### src/rtl/scan_link_pkg.sv
// Shared definitions for the scanner serial transfer link.
// The state encoding matches the scanner's ps debug decode, so both ends agree on what 00/01/10 mean.
package scan_link_pkg;

    // Link state encoding, shared with the scanner debug decode
    typedef enum logic [1:0] {
        IDLE = 2'b00,
        RECV = 2'b01,
        HOLD = 2'b10
    } scan_state_t;

    // Default serial word width; matches the scanner data buffer
    localparam int SCAN_WORD_W = 4;

    // clkIn edge convention: a rising edge is the current sample high while the
    // one-cycle-delayed copy is still low. Data is taken in that same cycle.
    function automatic logic rising_edge(input logic cur, input logic prev);
        return cur & ~prev;
    endfunction

endpackage

### src/rtl/scan_rx_fifo.sv
// Small word FIFO between the serial receiver and the local reader.
// Head word is read combinationally from the registered array. A push into a full
// FIFO only succeeds when a pop happens in the same cycle.
module scan_rx_fifo #(
    parameter int WORD_W = 4,
    parameter int DEPTH  = 4
) (
    input  logic                       clk,
    input  logic                       i_rst_n,
    input  logic                       i_push,
    input  logic [WORD_W-1:0]          i_data,
    input  logic                       i_pop,
    output logic [WORD_W-1:0]          o_data,
    output logic                       o_full,
    output logic                       o_empty,
    output logic [$clog2(DEPTH):0]     o_count
);

    localparam int AW = $clog2(DEPTH);
    localparam int CW = AW + 1;

    logic [WORD_W-1:0] r_mem [DEPTH];
    logic [AW-1:0]     r_wr_ptr;
    logic [AW-1:0]     r_rd_ptr;
    logic [CW-1:0]     r_count;

    logic              w_full;
    logic              w_empty;
    logic              w_pop_ok;
    logic              w_push_ok;
    logic [DEPTH-1:0]  w_we;

    assign w_full    = (r_count == CW'(DEPTH));
    assign w_empty   = (r_count == '0);
    assign w_pop_ok  = i_pop & ~w_empty;
    // A pop in the same cycle frees the slot, so a full FIFO still accepts the word
    assign w_push_ok = i_push & (~w_full | w_pop_ok);

    // Per-slot write enables decoded from the write pointer
    genvar gi;
    generate
        for (gi = 0; gi < DEPTH; gi++) begin : g_we
            assign w_we[gi] = w_push_ok & (r_wr_ptr == AW'(gi));
        end
    endgenerate

    // Storage array; cleared on reset so the head reads zero while empty after reset
    always_ff @(posedge clk) begin
        if (!i_rst_n) begin
            for (int i = 0; i < DEPTH; i++) begin
                r_mem[i] <= '0;
            end
        end else begin
            for (int i = 0; i < DEPTH; i++) begin
                if (w_we[i]) begin
                    r_mem[i] <= i_data;
                end
            end
        end
    end

    // Pointers wrap naturally because DEPTH is a power of two; count tracks occupancy
    always_ff @(posedge clk) begin
        if (!i_rst_n) begin
            r_wr_ptr <= '0;
            r_rd_ptr <= '0;
            r_count  <= '0;
        end else begin
            if (w_push_ok) begin
                r_wr_ptr <= r_wr_ptr + AW'(1);
            end
            if (w_pop_ok) begin
                r_rd_ptr <= r_rd_ptr + AW'(1);
            end
            case ({w_push_ok, w_pop_ok})
                2'b10:   r_count <= r_count + CW'(1);
                2'b01:   r_count <= r_count - CW'(1);
                default: r_count <= r_count;
            endcase
        end
    end

    assign o_data  = r_mem[r_rd_ptr];
    assign o_full  = w_full;
    assign o_empty = w_empty;
    assign o_count = r_count;

endmodule

### src/rtl/scan_receiver.sv
// Receiving end of the scanner serial link: detects clkIn rising edges, shifts dataIn
// MSB-first into WORD_W-bit words, buffers them in a FIFO and throttles the scanner
// through readyForTransfer. Partial words are dropped on timeout or early doneIn.
module scan_receiver
    import scan_link_pkg::*;
#(
    parameter int WORD_W  = SCAN_WORD_W,
    parameter int DEPTH   = 4,
    parameter int TIMEOUT = 32
) (
    input  logic                       clk,
    input  logic                       rst,
    input  logic                       clkIn,
    input  logic                       dataIn,
    input  logic                       doneIn,
    input  logic                       rdEn,
    input  logic                       clrErr,
    output logic                       readyForTransfer,
    output logic [WORD_W-1:0]          wordOut,
    output logic                       wordValid,
    output logic [$clog2(DEPTH):0]     count,
    output logic                       overflow,
    output logic                       frameErr,
    output logic [1:0]                 ps
);

    localparam int CNT_W = $clog2(DEPTH) + 1;
    localparam int BIT_W = $clog2(WORD_W + 1);
    localparam int TMO_W = $clog2(TIMEOUT);

    // Registered state
    scan_state_t         r_ps;
    logic                r_clk_in_q;
    logic [WORD_W-1:0]   r_shift;
    logic [BIT_W-1:0]    r_bit_cnt;
    logic [TMO_W-1:0]    r_tmo;
    logic                r_push;
    logic [WORD_W-1:0]   r_push_word;
    logic                r_ready;
    logic                r_overflow;
    logic                r_frame_err;

    // Combinational next values and strobes
    scan_state_t         w_ps_next;
    logic [WORD_W-1:0]   w_shift_next;
    logic [BIT_W-1:0]    w_bit_cnt_next;
    logic [TMO_W-1:0]    w_tmo_next;
    logic                w_push_next;
    logic                w_frame_set;
    logic                w_edge;
    logic [WORD_W-1:0]   w_shifted;

    // FIFO interface
    logic [WORD_W-1:0]   w_head;
    logic                w_full;
    logic                w_empty;
    logic [CNT_W-1:0]    w_count;
    logic                w_ovf_set;

    assign w_edge    = rising_edge(clkIn, r_clk_in_q);
    assign w_shifted = {r_shift[WORD_W-2:0], dataIn};

    // Next-state and datapath decode for the receive FSM
    always_comb begin
        w_ps_next      = r_ps;
        w_shift_next   = r_shift;
        w_bit_cnt_next = r_bit_cnt;
        w_tmo_next     = r_tmo;
        w_push_next    = 1'b0;
        w_frame_set    = 1'b0;

        case (r_ps)
            IDLE, HOLD: begin
                // An edge in HOLD is the first bit of the next word, so nothing is lost
                w_tmo_next = '0;
                if (w_edge) begin
                    w_shift_next   = w_shifted;
                    w_bit_cnt_next = BIT_W'(1);
                    w_ps_next      = RECV;
                end else begin
                    w_bit_cnt_next = '0;
                    w_ps_next      = IDLE;
                end
            end
            RECV: begin
                if (w_edge && (r_bit_cnt == BIT_W'(WORD_W - 1))) begin
                    // Final bit: the completed word wins even if doneIn arrives with it
                    w_shift_next   = w_shifted;
                    w_bit_cnt_next = '0;
                    w_tmo_next     = '0;
                    w_push_next    = 1'b1;
                    w_ps_next      = HOLD;
                end else if (doneIn) begin
                    w_bit_cnt_next = '0;
                    w_tmo_next     = '0;
                    w_frame_set    = 1'b1;
                    w_ps_next      = IDLE;
                end else if (w_edge) begin
                    w_shift_next   = w_shifted;
                    w_bit_cnt_next = r_bit_cnt + BIT_W'(1);
                    w_tmo_next     = '0;
                end else if (r_tmo == TMO_W'(TIMEOUT - 1)) begin
                    w_bit_cnt_next = '0;
                    w_tmo_next     = '0;
                    w_frame_set    = 1'b1;
                    w_ps_next      = IDLE;
                end else begin
                    w_tmo_next     = r_tmo + TMO_W'(1);
                end
            end
            default: begin
                w_ps_next      = IDLE;
                w_bit_cnt_next = '0;
                w_tmo_next     = '0;
            end
        endcase
    end

    // State register plus shifter, counters and the one-cycle-delayed push
    always_ff @(posedge clk) begin
        if (!rst) begin
            r_ps        <= IDLE;
            r_clk_in_q  <= 1'b0;
            r_shift     <= '0;
            r_bit_cnt   <= '0;
            r_tmo       <= '0;
            r_push      <= 1'b0;
            r_push_word <= '0;
        end else begin
            r_ps        <= w_ps_next;
            r_clk_in_q  <= clkIn;
            r_shift     <= w_shift_next;
            r_bit_cnt   <= w_bit_cnt_next;
            r_tmo       <= w_tmo_next;
            r_push      <= w_push_next;
            if (w_push_next) begin
                r_push_word <= w_shift_next;
            end
        end
    end

    scan_rx_fifo #(
        .WORD_W (WORD_W),
        .DEPTH  (DEPTH)
    ) u_fifo (
        .clk     (clk),
        .i_rst_n (rst),
        .i_push  (r_push),
        .i_data  (r_push_word),
        .i_pop   (rdEn),
        .o_data  (w_head),
        .o_full  (w_full),
        .o_empty (w_empty),
        .o_count (w_count)
    );

    // A word is dropped only when full and no pop frees a slot in the same cycle
    assign w_ovf_set = r_push & w_full & ~(rdEn & ~w_empty);

    // Sticky error flags and the registered throttle back to the scanner; set beats clear
    always_ff @(posedge clk) begin
        if (!rst) begin
            r_overflow  <= 1'b0;
            r_frame_err <= 1'b0;
            r_ready     <= 1'b0;
        end else begin
            if (w_ovf_set) begin
                r_overflow <= 1'b1;
            end else if (clrErr) begin
                r_overflow <= 1'b0;
            end
            if (w_frame_set) begin
                r_frame_err <= 1'b1;
            end else if (clrErr) begin
                r_frame_err <= 1'b0;
            end
            r_ready <= (r_ps == IDLE) && (w_count < CNT_W'(DEPTH));
        end
    end

    assign readyForTransfer = r_ready;
    assign wordOut          = w_head;
    assign wordValid        = ~w_empty;
    assign count            = w_count;
    assign overflow         = r_overflow;
    assign frameErr         = r_frame_err;
    assign ps               = r_ps;

endmodule

### config.mk
export PLATFORM = sky130hd
export DESIGN_NAME = scan_receiver
export DESIGN_NICKNAME = d
export VERILOG_FILES = /design/src/rtl/scan_link_pkg.sv /design/src/rtl/scan_rx_fifo.sv /design/src/rtl/scan_receiver.sv
export SDC_FILE = /design/constraint.sdc
export NUM_CORES = 1
export LEC_CHECK = 0
export ABC_AREA = 1
export CAP_MARGIN = 15
export CORE_ASPECT_RATIO = 0.9
export CORE_MARGIN = 2
export CORE_UTILIZATION = 50
export CTS_BUF_LIST = sky130_fd_sc_hd__clkbuf_8
export DETAILED_ROUTE_END_ITERATION = 8
export GPL_TIMING_DRIVEN = 0
export PLACE_DENSITY = 0.78
export SETUP_SLACK_MARGIN = 0.15
export SLEW_MARGIN = 40
export SYNTH_ARGS = -nofsm -noshare
export SYNTH_HDL_FRONTEND = slang
export SYNTH_SLANG_ARGS = --single-unit
### constraint.sdc
create_clock -name clk -period 2.3 [get_ports clk]
set_input_delay 0.46 -clock clk [delete_from_list [all_inputs] [get_ports clk]]
set_output_delay 0.46 -clock clk [all_outputs]
set_load 0.03 [all_outputs]
==> summary.md, run 1 <==
| Metric | Value |
|---|---|
| Metal2 WL | `2082 um` |
| Critical Path AT | `1.55 ns` |
| Placed Area | `2414 um^2` |
| Clock Pin Slew Worst Setup and Hold Paths | `0.08 ns` |
| Clk sink count | `47` |
| CTS tree | `yes` |
| Maximum VDD drop | `0.4176 mV` |
| Gr usage total | `0.1860` |
| Fin. max-slew vios | `0` |
| Worst skew pair latency | `0.29 ns` |
| P_sw | `728.2 uW` |
| RSZ-0062 raised after global routing | `no` |
| First-pass GRT wire length | `6844 um` |
| Final Hold Fails | `0` |
| Vias per Instance | `5.125` |
| Chip Height | `66.40 um` |
| Unique cell type count in the Yosys netlist | `25` |
| Layout fillers | `392` |
| RePlAce Congestion | `0.9158` |
| Core area | `4129 um^2` |
| H-tree depth | `2` |
| Starting Density | `0.5239` |
| Routed Antenna Nets | `0` |
| Fin nets | `310` |
| CP Max Fanout | `9` |
| Outcome | `complete, no violations` |
| Clock Power Share | `0.303` |
| Post-DP HPWL | `3117 um` |
| Post-CTS Setup Inserts | `0` |
| Critical Setup Path Class | `reg2out` |
| Vias in the first global route | `1601` |
| Rows | `22` |
| Final Non-Filler Cells | `343` |
| Cell Area, Synth | `2163 um^2` |
| LEAKAGE | `1.089 nW` |
| # IOs | `20` |
| Pint | `1.571 mW` |
| Syn Inst Count | `268` |
| Critical Path Source Type | `flop` |
| Max layer used | `met4` |
| WL met1 | `1819 um` |
| Routed length per instance | `11.94 um` |
| Most common cell after layout, fill and taps aside | `nand2_1` |
| DRT Wirelength | `4096 um` |
| Crit path time final | `2.014 ns` |
| Max Fclk | `0.4965 GHz` |
| Pre-antenna DRT Iters | `5` |
| Hold/Removal Path Class | `reg2reg` |
| Largest net degree at the start of global routing | `15` |
| Design Power | `2.299 mW` |
| Ant diodes | `0` |
| Max_slew headroom | `0.6767` |
| Yosys reg bits | `47` |
| Pwr dens | `904.8 nW/um^2` |
| Mean Syn Cell Area | `8.072 um^2` |
| Seq/Total Area, Yosys | `0.5090` |
| Setup crit end kind | `output port` |
| CP required | `1.84 ns` |
| Clock buffer depth | `2` |
| Inst Count DP | `335` |
| Synth Warn # | `0` |
| Initial antenna violation count | `0` |
| DR DRC count | `0` |
| Die Area | `4869 um^2` |
| Switching share of power | `0.3167` |
| Number of buffers added on ports | `19` |
| Synthesis-to-layout area growth | `17.47%` |
| Worst-margin pin slew | `0.4849 ns` |
| Max cap viols | `0` |
| Syn Nets | `284` |
| Cts bufs inserted | `5` |
| R2R Path Start | `u_fifo.o_count[2]` |
| Seq pwr share | `0.425` |
| Fin util | `0.6155` |
| Met3 WL | `153 um` |
| Clock Skews | `0.005479 ns` |
| GR Overflow Total | `0` |
| Hold path startpoint | `r_tmo[0]` |
| Layout cells sized above 1 | `0.05763` |
| DR iter-0 viols | `103` |
| DR vias | `1758` |
| Final setup fails | `0` |
| Period utilization | `0.8756` |
| DIE WIDTH | `73.34 um` |
| Final TNS setup | `0 ns` |
| Root Driver | `clkbuf_8` |
| Combinational share of power | `0.271` |
| Most frequent cells in the layout | `nand2_1, inv_1, nor2_1, dfxtp_1, nand3_1` |
| Final Cell Area | `2541 um^2` |
[cell families (layout without fill, tap and decap cells)]
family / Yosys count / in the layout / synth area share
adder cells (fa/ha/maj): 9 / 9 / 0.05553
AND/OR/NAND/NOR: 125 / 125 / 0.2487
buffers and inverters: 49 / 76 / 0.08560
AO/OA/AOI/OAI: 36 / 36 / 0.09312
XOR/XNOR: 2 / 2 / 0.008099
flip-flops: 47 / 47 / 0.5090
[layer usage]
layer | global-route usage | vias up
li1 | - | 915
met1 | 0.2218 | 802
met2 | 0.3266 | 35
met3 | 0.04573 | 6
met4 | 0.06136 | 0
met5 | 0 | -
[worst max-delay path, stage by stage (launching register included)]
cell and delay, ns:
dfxtp_1 0.30, clkbuf_2 0.15, inv_1 0.19, nor2_1 0.06
o22ai_1 0.15, dlygate4sd2_1 0.41
[stage by stage]
stage          setup slack [ns]  hold slack (ns)
5_1_grt                  0.1738           0.4852
3_5_place_dp             0.1062           0.4474
3_3_place_gp             0.1235           0.4308
2_1_floorplan            0.5060           0.4175
6_report                 0.2861           0.4567
4_1_cts                  0.2119           0.4609
[flip-flops by register name, indices dropped and copies added (netlist names), named ones only]
signal and flops:
u_fifo.r_mem 16, r_tmo 5, r_push_word 4, r_bit_cnt 3
r_shift 3, u_fifo.o_count 3, ps 2, u_fifo.r_rd_ptr 2
u_fifo.r_wr_ptr 2, frameErr 1, overflow 1, r_clk_in_q 1
r_push 1, readyForTransfer 1
[final cells by class]
class                   count  area (um^2)  area share
repair buffers             19        183.9     0.07238
multi-input cells         172        877.1      0.3451
well taps                  48        60.06     0.02363
clock buffers               5        68.82     0.02708
plain buffers               4        17.52    0.006893
flip-flops and latches     47         1101      0.4333
clock inverters             3        63.81     0.02511
inverters                  45        168.9     0.06647
[final timing paths]
check,end,slack (ns),cells after the start
setup / recovery,wordOut[3],0.29,5
hold / removal,r_tmo[0],0.46,1
setup reg to reg,u_fifo.o_count[2],0.55,8
hold reg to reg,r_tmo[0],0.46,1
[cells in the mapped netlist]
| library cell | n | area [um^2] |
|---|---|---|
| nor2_4 | 2 | 22.52 |
| fa_1 | 1 | 20.02 |
| inv_2 | 2 | 7.510 |
| o21ai_0 | 16 | 80.08 |
| o22ai_1 | 4 | 25.02 |
| nor2_2 | 1 | 6.260 |
| and3_1 | 1 | 6.260 |
| nand2_4 | 1 | 11.26 |
| buf_2 | 1 | 5.000 |
| ha_1 | 8 | 100.1 |
| a31oi_1 | 1 | 6.260 |
| a21oi_4 | 1 | 16.27 |
| clkbuf_1 | 3 | 11.26 |
| nor2_1 | 40 | 150.1 |
| xor2_1 | 1 | 8.760 |
| nand4_1 | 4 | 25.02 |
| nand3_1 | 23 | 115.1 |
| a2bb2oi_1 | 1 | 8.760 |
| edfxtp_1 | 16 | 480.5 |
| nand2_1 | 52 | 195.2 |
| a21oi_1 | 13 | 65.06 |
| nor4_1 | 1 | 6.260 |
| xnor2_1 | 1 | 8.760 |
| inv_1 | 43 | 161.4 |
| dfxtp_1 | 31 | 620.6 |
[power by group through the flow]
stage | clock, mW | sequential (mW) | combinational [mW]
floorplan | 0 | 1.04 | 0.394
global placement | 0 | 0.994 | 0.637
detailed placement | 0 | 0.997 | 0.653
CTS | 0.710 | 0.977 | 0.633
global route | 0.744 | 0.987 | 0.690
finish | 0.698 | 0.978 | 0.623
[what timing repair did]
action,4_1_cts,5_1_grt
gates resized for setup,5,3
hold buffers,0,0
setup endpoints to repair,4,2
(Power assumes the default switching activity.)
==> inputs of run 2 (changes only) <==
- SKIP_CTS_REPAIR_TIMING: not set -> 1
==> run 2 against run 1 <==
- count of clock-buffer cells in the layout unchanged
- power is 0.89% higher
- first-iteration DRC count increased by 13%
- sequential power hardly changed
- largest power group unchanged
==> summary.md, run 2 (synthesis results as in run 1) <==
| Metric | Value |
|---|---|
| Vias in the first global route | `1601` |
| # IOs | `20` |
| Post-DP HPWL | `3117 um` |
| GR Util met1 | `0.2218` |
| Initial antenna violation count | `0` |
| R2R Path Start | `u_fifo.o_count[2]` |
| H-tree depth | `2` |
| Critical Path Source Type | `flop` |
| Vias per Instance | `5.152` |
| Cts bufs inserted | `5` |
| Number of buffers added on ports | `19` |
| Maximum VDD drop | `0.4172 mV` |
| Biggest register | `u_fifo.r_mem` |
| CP required | `1.84 ns` |
| Max cap viols | `0` |
| Clk sink count | `47` |
| DRT Wirelength | `4124 um` |
| CTS tree | `yes` |
| Outcome | `complete, no violations` |
| Final Non-Filler Cells | `343` |
| Final Hold Fails | `0` |
| Chip Height | `66.40 um` |
| Crit path time final | `1.943 ns` |
| Starting Density | `0.5239` |
| Worst skew pair latency | `0.30 ns` |
| DR DRC count | `0` |
| First-pass GRT wire length | `6844 um` |
| R2R depth | `8` |
| DR vias | `1767` |
| R2r setup slk | `0.55 ns` |
| Routed Antenna Nets | `0` |
| Critical Setup Path Class | `reg2out` |
| Hold depth | `1` |
| Layout cells sized above 1 | `0.05424` |
| Rows | `22` |
| Most frequent cells in the layout | `nand2_1, inv_1, nor2_1, dfxtp_1, nand3_1` |
| Routed length per instance | `12.02 um` |
| Hold EP | `r_tmo[0]` |
| Largest register FFs | `16` |
| Max_slew headroom | `0.6728` |
| Setup crit end kind | `output port` |
| CP Max Fanout | `9` |
| Clock Skews | `0.005859 ns` |
| Synthesis-to-layout area growth | `18.33%` |
| Fin nets | `310` |
| Hold/Removal Path Class | `reg2reg` |
| Max Fclk | `0.5147 GHz` |
| R2R Path End | `u_fifo.o_count[2]` |
| Clock Pin Slew Worst Setup and Hold Paths | `0.08 ns` |
| LEAKAGE | `1.128 nW` |
| Hold path startpoint | `r_tmo[0]` |
| Fin. max-slew vios | `0` |
| DR iter-0 viols | `116` |
| Inst Count DP | `335` |
| Global route hottest layer | `met2` |
| Pwr dens | `906.2 nW/um^2` |
| Most common cell after layout, fill and taps aside | `nand2_1` |
| Root Driver | `clkbuf_8` |
| Pre-antenna DRT Iters | `4` |
| Final TNS setup | `0 ns` |
| Ant diodes | `0` |
| Largest net degree at the start of global routing | `15` |
| Met2 usage | `0.3266` |
| Gr usage total | `0.1860` |
| GR Overflow Total | `0` |
| Worst-margin pin slew | `0.4908 ns` |
| Final setup fails | `0` |
| Clock buffer depth | `2` |
| Met3 usage | `0.04573` |
| RSZ-0062 raised after global routing | `no` |
| DIE WIDTH | `73.34 um` |
| RePlAce Congestion | `0.9158` |
| Biggest regs | `u_fifo.r_mem (16), r_tmo (5), r_push_word (4)` |
| Critical Path AT | `1.48 ns` |
| Die Area | `4869 um^2` |
| Core area | `4129 um^2` |
| Period utilization | `0.8447` |
[run 2: changes by cell type in the layout (fill, tap and decap cells not counted), sizes merged]
| cell | delta |
|---|---|
| dlymetal6s2s | +4 |
| clkbuf | -1 |
| dlygate4sd2 | -3 |
[run 2: cell type report]
| class | instances | area [um^2] |
|---|---|---|
| Fill cell | 386 | 1569 |
| Tap cell | 48 | 60.06 |
| Inverter | 45 | 168.9 |
| Timing Repair Buffer | 19 | 202.7 |
| Clock inverter | 3 | 63.81 |
| Multi-Input combinational cell | 172 | 877.1 |
| Sequential cell | 47 | 1101 |
| Clock buffer | 5 | 68.82 |
| Buffer | 4 | 17.52 |
[run 2: report_power, final]
group          switching (mW)  internal, mW  leakage (nW)
sequential             0.0589         0.918         0.417
combinational           0.402         0.241         0.641
clock                   0.269         0.430        0.0695
total                   0.730          1.59          1.13
[run 2: how the worst max path moves through the flow]
stage,start,to,slack (ns),cells past startpoint
2_1_floorplan,u_fifo.o_count[2],u_fifo.o_count[2],0.51,8
3_5_place_dp,rdEn,u_fifo.o_count[2],0.11,9
5_1_grt,rdEn,u_fifo.o_count[2],0.24,9
4_1_cts,flop,wordOut[2],-0.13,5
6_report,flop,wordOut[0],0.36,5
3_3_place_gp,rdEn,u_fifo.o_count[2],0.12,9
[run 2: worst max-delay path: stages (launching register included)]
cell            delay (ns)
dfxtp_1               0.30
clkbuf_2              0.15
inv_1                 0.19
nor2_1                0.06
o22ai_1               0.17
dlymetal6s2s_1        0.32
[run 2: metrics by stage]
| step | power (mW) | area (um^2) | utilization | hold slack (ns) | setup slack [ns] |
|---|---|---|---|---|---|
| floorplan | 1.430 | 2163 | - | 0.4175 | 0.5060 |
| global placement | 1.632 | 2414 | 0.5845 | 0.4308 | 0.1235 |
| detailed placement | 1.650 | 2414 | 0.5845 | 0.4474 | 0.1062 |
| CTS | 2.341 | 2546 | 0.6167 | 0.4609 | -0.1298 |
| global route | 2.441 | 2560 | 0.6200 | 0.4852 | 0.2426 |
| finish | 2.320 | 2560 | 0.6200 | 0.4567 | 0.3573 |
[run 2: routing by layer]
layer	part of all wire	vias to the layer above
met5	0	-
met4	0.010	0
met3	0.040	6
met2	0.51	31
met1	0.44	812
li1	-	918
==> inputs of run 3 (changes only) <==
- PLACE_DENSITY: 0.78 -> 0.81
- clock period: 2.3 -> 1.55 ns (I/O delays scaled with it)
==> run 3 against run 2 <==
- sequential power is 51% higher
- worst setup slack worse by 0.41 ns
- critical path depth is 3 higher
- utilization is 8.7 points higher
- highest routed layer unchanged
- worst hold slack worse by 0.13 ns
- via count is 3.3% higher
- largest cell class unchanged
- global-route usage is 0.29 points higher
- register-to-register slack worse by 0.60 ns
- the run now ends with setup timing left
- cell count is 2.3% higher
==> summary.md, run 3 (synthesis results as in run 1) <==
| Metric | Value |
|---|---|
| Area of the multi-input gates | `1119 um^2` |
| Synthesis-to-layout area growth | `34.88%` |
| Vias in the first global route | `1644` |
| Reg area | `1122 um^2` |
| Crit path time final | `1.601 ns` |
| Vias per Instance | `5.202` |
| Core area | `4129 um^2` |
| Hold/Removal Path Class | `in2reg` |
| Critical Setup Path Class | `reg2reg` |
| DR iter-0 viols | `91` |
| Most common cell after layout, fill and taps aside | `nand2_1` |
| Biggest regs | `u_fifo.r_mem (16), r_tmo (5), r_push_word (4)` |
| Max cap viols | `0` |
| Maximum VDD drop | `0.8222 mV` |
| Outcome | `finished with violations` |
| Starting Density | `0.5239` |
| Final TNS setup | `-0.08651 ns` |
| Fin util | `0.7067` |
| Biggest register | `u_fifo.r_mem` |
| Clock Skews | `0.008210 ns` |
| Pwr dens | `1307 nW/um^2` |
| Critical Path AT | `1.80 ns` |
| Ant diodes | `0` |
| GR Overflow Total | `0` |
| Fin. max-slew vios | `0` |
| CP Max Fanout | `5` |
| Setup crit end kind | `flop` |
| LEAKAGE | `1.293 nW` |
| RePlAce Congestion | `0.8748` |
| Hold path startpoint | `clkIn` |
| Pre-antenna DRT Iters | `4` |
| Period utilization | `1.033` |
| Design Power | `3.813 mW` |
| Gr usage total | `0.1889` |
| Final worst slack | `-0.05120 ns` |
| DRT Wirelength | `4640 um` |
| Fin nets | `318` |
| First-pass GRT wire length | `6900 um` |
| Clock buffer depth | `2` |
| CTS tree | `yes` |
| Worst skew pair latency | `0.30 ns` |
| Final setup fails | `3` |
| Violated checks | `setup timing` |
| Chip Height | `66.40 um` |
| Initial antenna violation count | `0` |
| Most frequent cells in the layout | `nand2_1, inv_1, nor2_1, dfxtp_1, nand3_1` |
| Layout cells sized above 1 | `0.2937` |
| Critical path origin | `u_fifo.o_count[2]` |
| Cts bufs inserted | `5` |
| DIE WIDTH | `73.34 um` |
| Routed length per instance | `13.22 um` |
| Die Area | `4869 um^2` |
| R2R Path Start | `u_fifo.o_count[2]` |
| Critical Path Source Type | `flop` |
| CP required | `1.75 ns` |
| Layout fillers | `301` |
| Root Driver | `clkbuf_8` |
| H-tree depth | `2` |
| Rows | `22` |
| Pre-CTS WS | `-0.4977 ns` |
| Routed Antenna Nets | `0` |
| Final Hold Fails | `0` |
| Largest net degree at the start of global routing | `15` |
| Max_slew headroom | `0.7219` |
| Number of buffers added on ports | `19` |
| DR vias | `1826` |
| Worst-margin pin slew | `0.4172 ns` |
| Largest register FFs | `16` |
| Max Fclk | `0.6245 GHz` |
| DR DRC count | `0` |
| RSZ-0062 raised after global routing | `yes` |
| Clk sink count | `47` |
| Clock Pin Slew Worst Setup and Hold Paths | `0.09 ns` |
| Post-DP HPWL | `3117 um` |
| # IOs | `20` |
run 3: layout make-up:
class                   count  area share
repair buffers             27     0.09605
plain buffers               4    0.008576
clock buffers               5     0.02358
flip-flops and latches     47      0.3846
well taps                  48     0.02058
clock inverters             3     0.02187
multi-input cells         172      0.3834
inverters                  45     0.06132
run 3: final timing paths:
path	slack, ns	depth (start not counted)	endpoint
worst max register to register	-0.05	8	u_fifo.o_count[2]
worst min register to register	0.45	1	r_tmo[0]
worst min-delay path	0.33	3	r_clk_in_q
worst max-delay path	-0.05	8	u_fifo.o_count[2]
run 3: critical path, stage by stage (launching register included):
cell	delay (ns)
dfxtp_4	0.38
inv_2	0.07
a21oi_4	0.18
nand2_2	0.09
fa_2	0.36
inv_2	0.05
nand4_1	0.13
a21oi_2	0.18
nor2_1	0.06
run 3: report_power, final:
group | switching [mW] | internal (mW) | total [mW]
Combinational | 0.759 | 0.537 | 1.30
Clock | 0.400 | 0.638 | 1.04
Sequential | 0.0937 | 1.38 | 1.48
Total | 1.25 | 2.56 | 3.81
run 3: routing by layer:
layer  part of all wire  track usage  vias up
met1               0.42       0.2061      860
met4              0.017      0.07500        0
met5                  0            0        -
li1                   -            -      930
met3              0.034      0.04116        9
met2               0.52       0.3514       27
run 3: per-stage QoR:
| stage | std cells | instance area (um^2) | hold slack (ns) |
|---|---|---|---|
| 3_5_place_dp | 335 | 2457 | 0.4464 |
| 5_1_grt | 351 | 2918 | 0.3507 |
| 4_1_cts | 343 | 2590 | 0.4587 |
| 2_1_floorplan | 268 | 2207 | 0.4035 |
| 6_report | 351 | 2918 | 0.3293 |
| 3_3_place_gp | 335 | 2457 | 0.4338 |
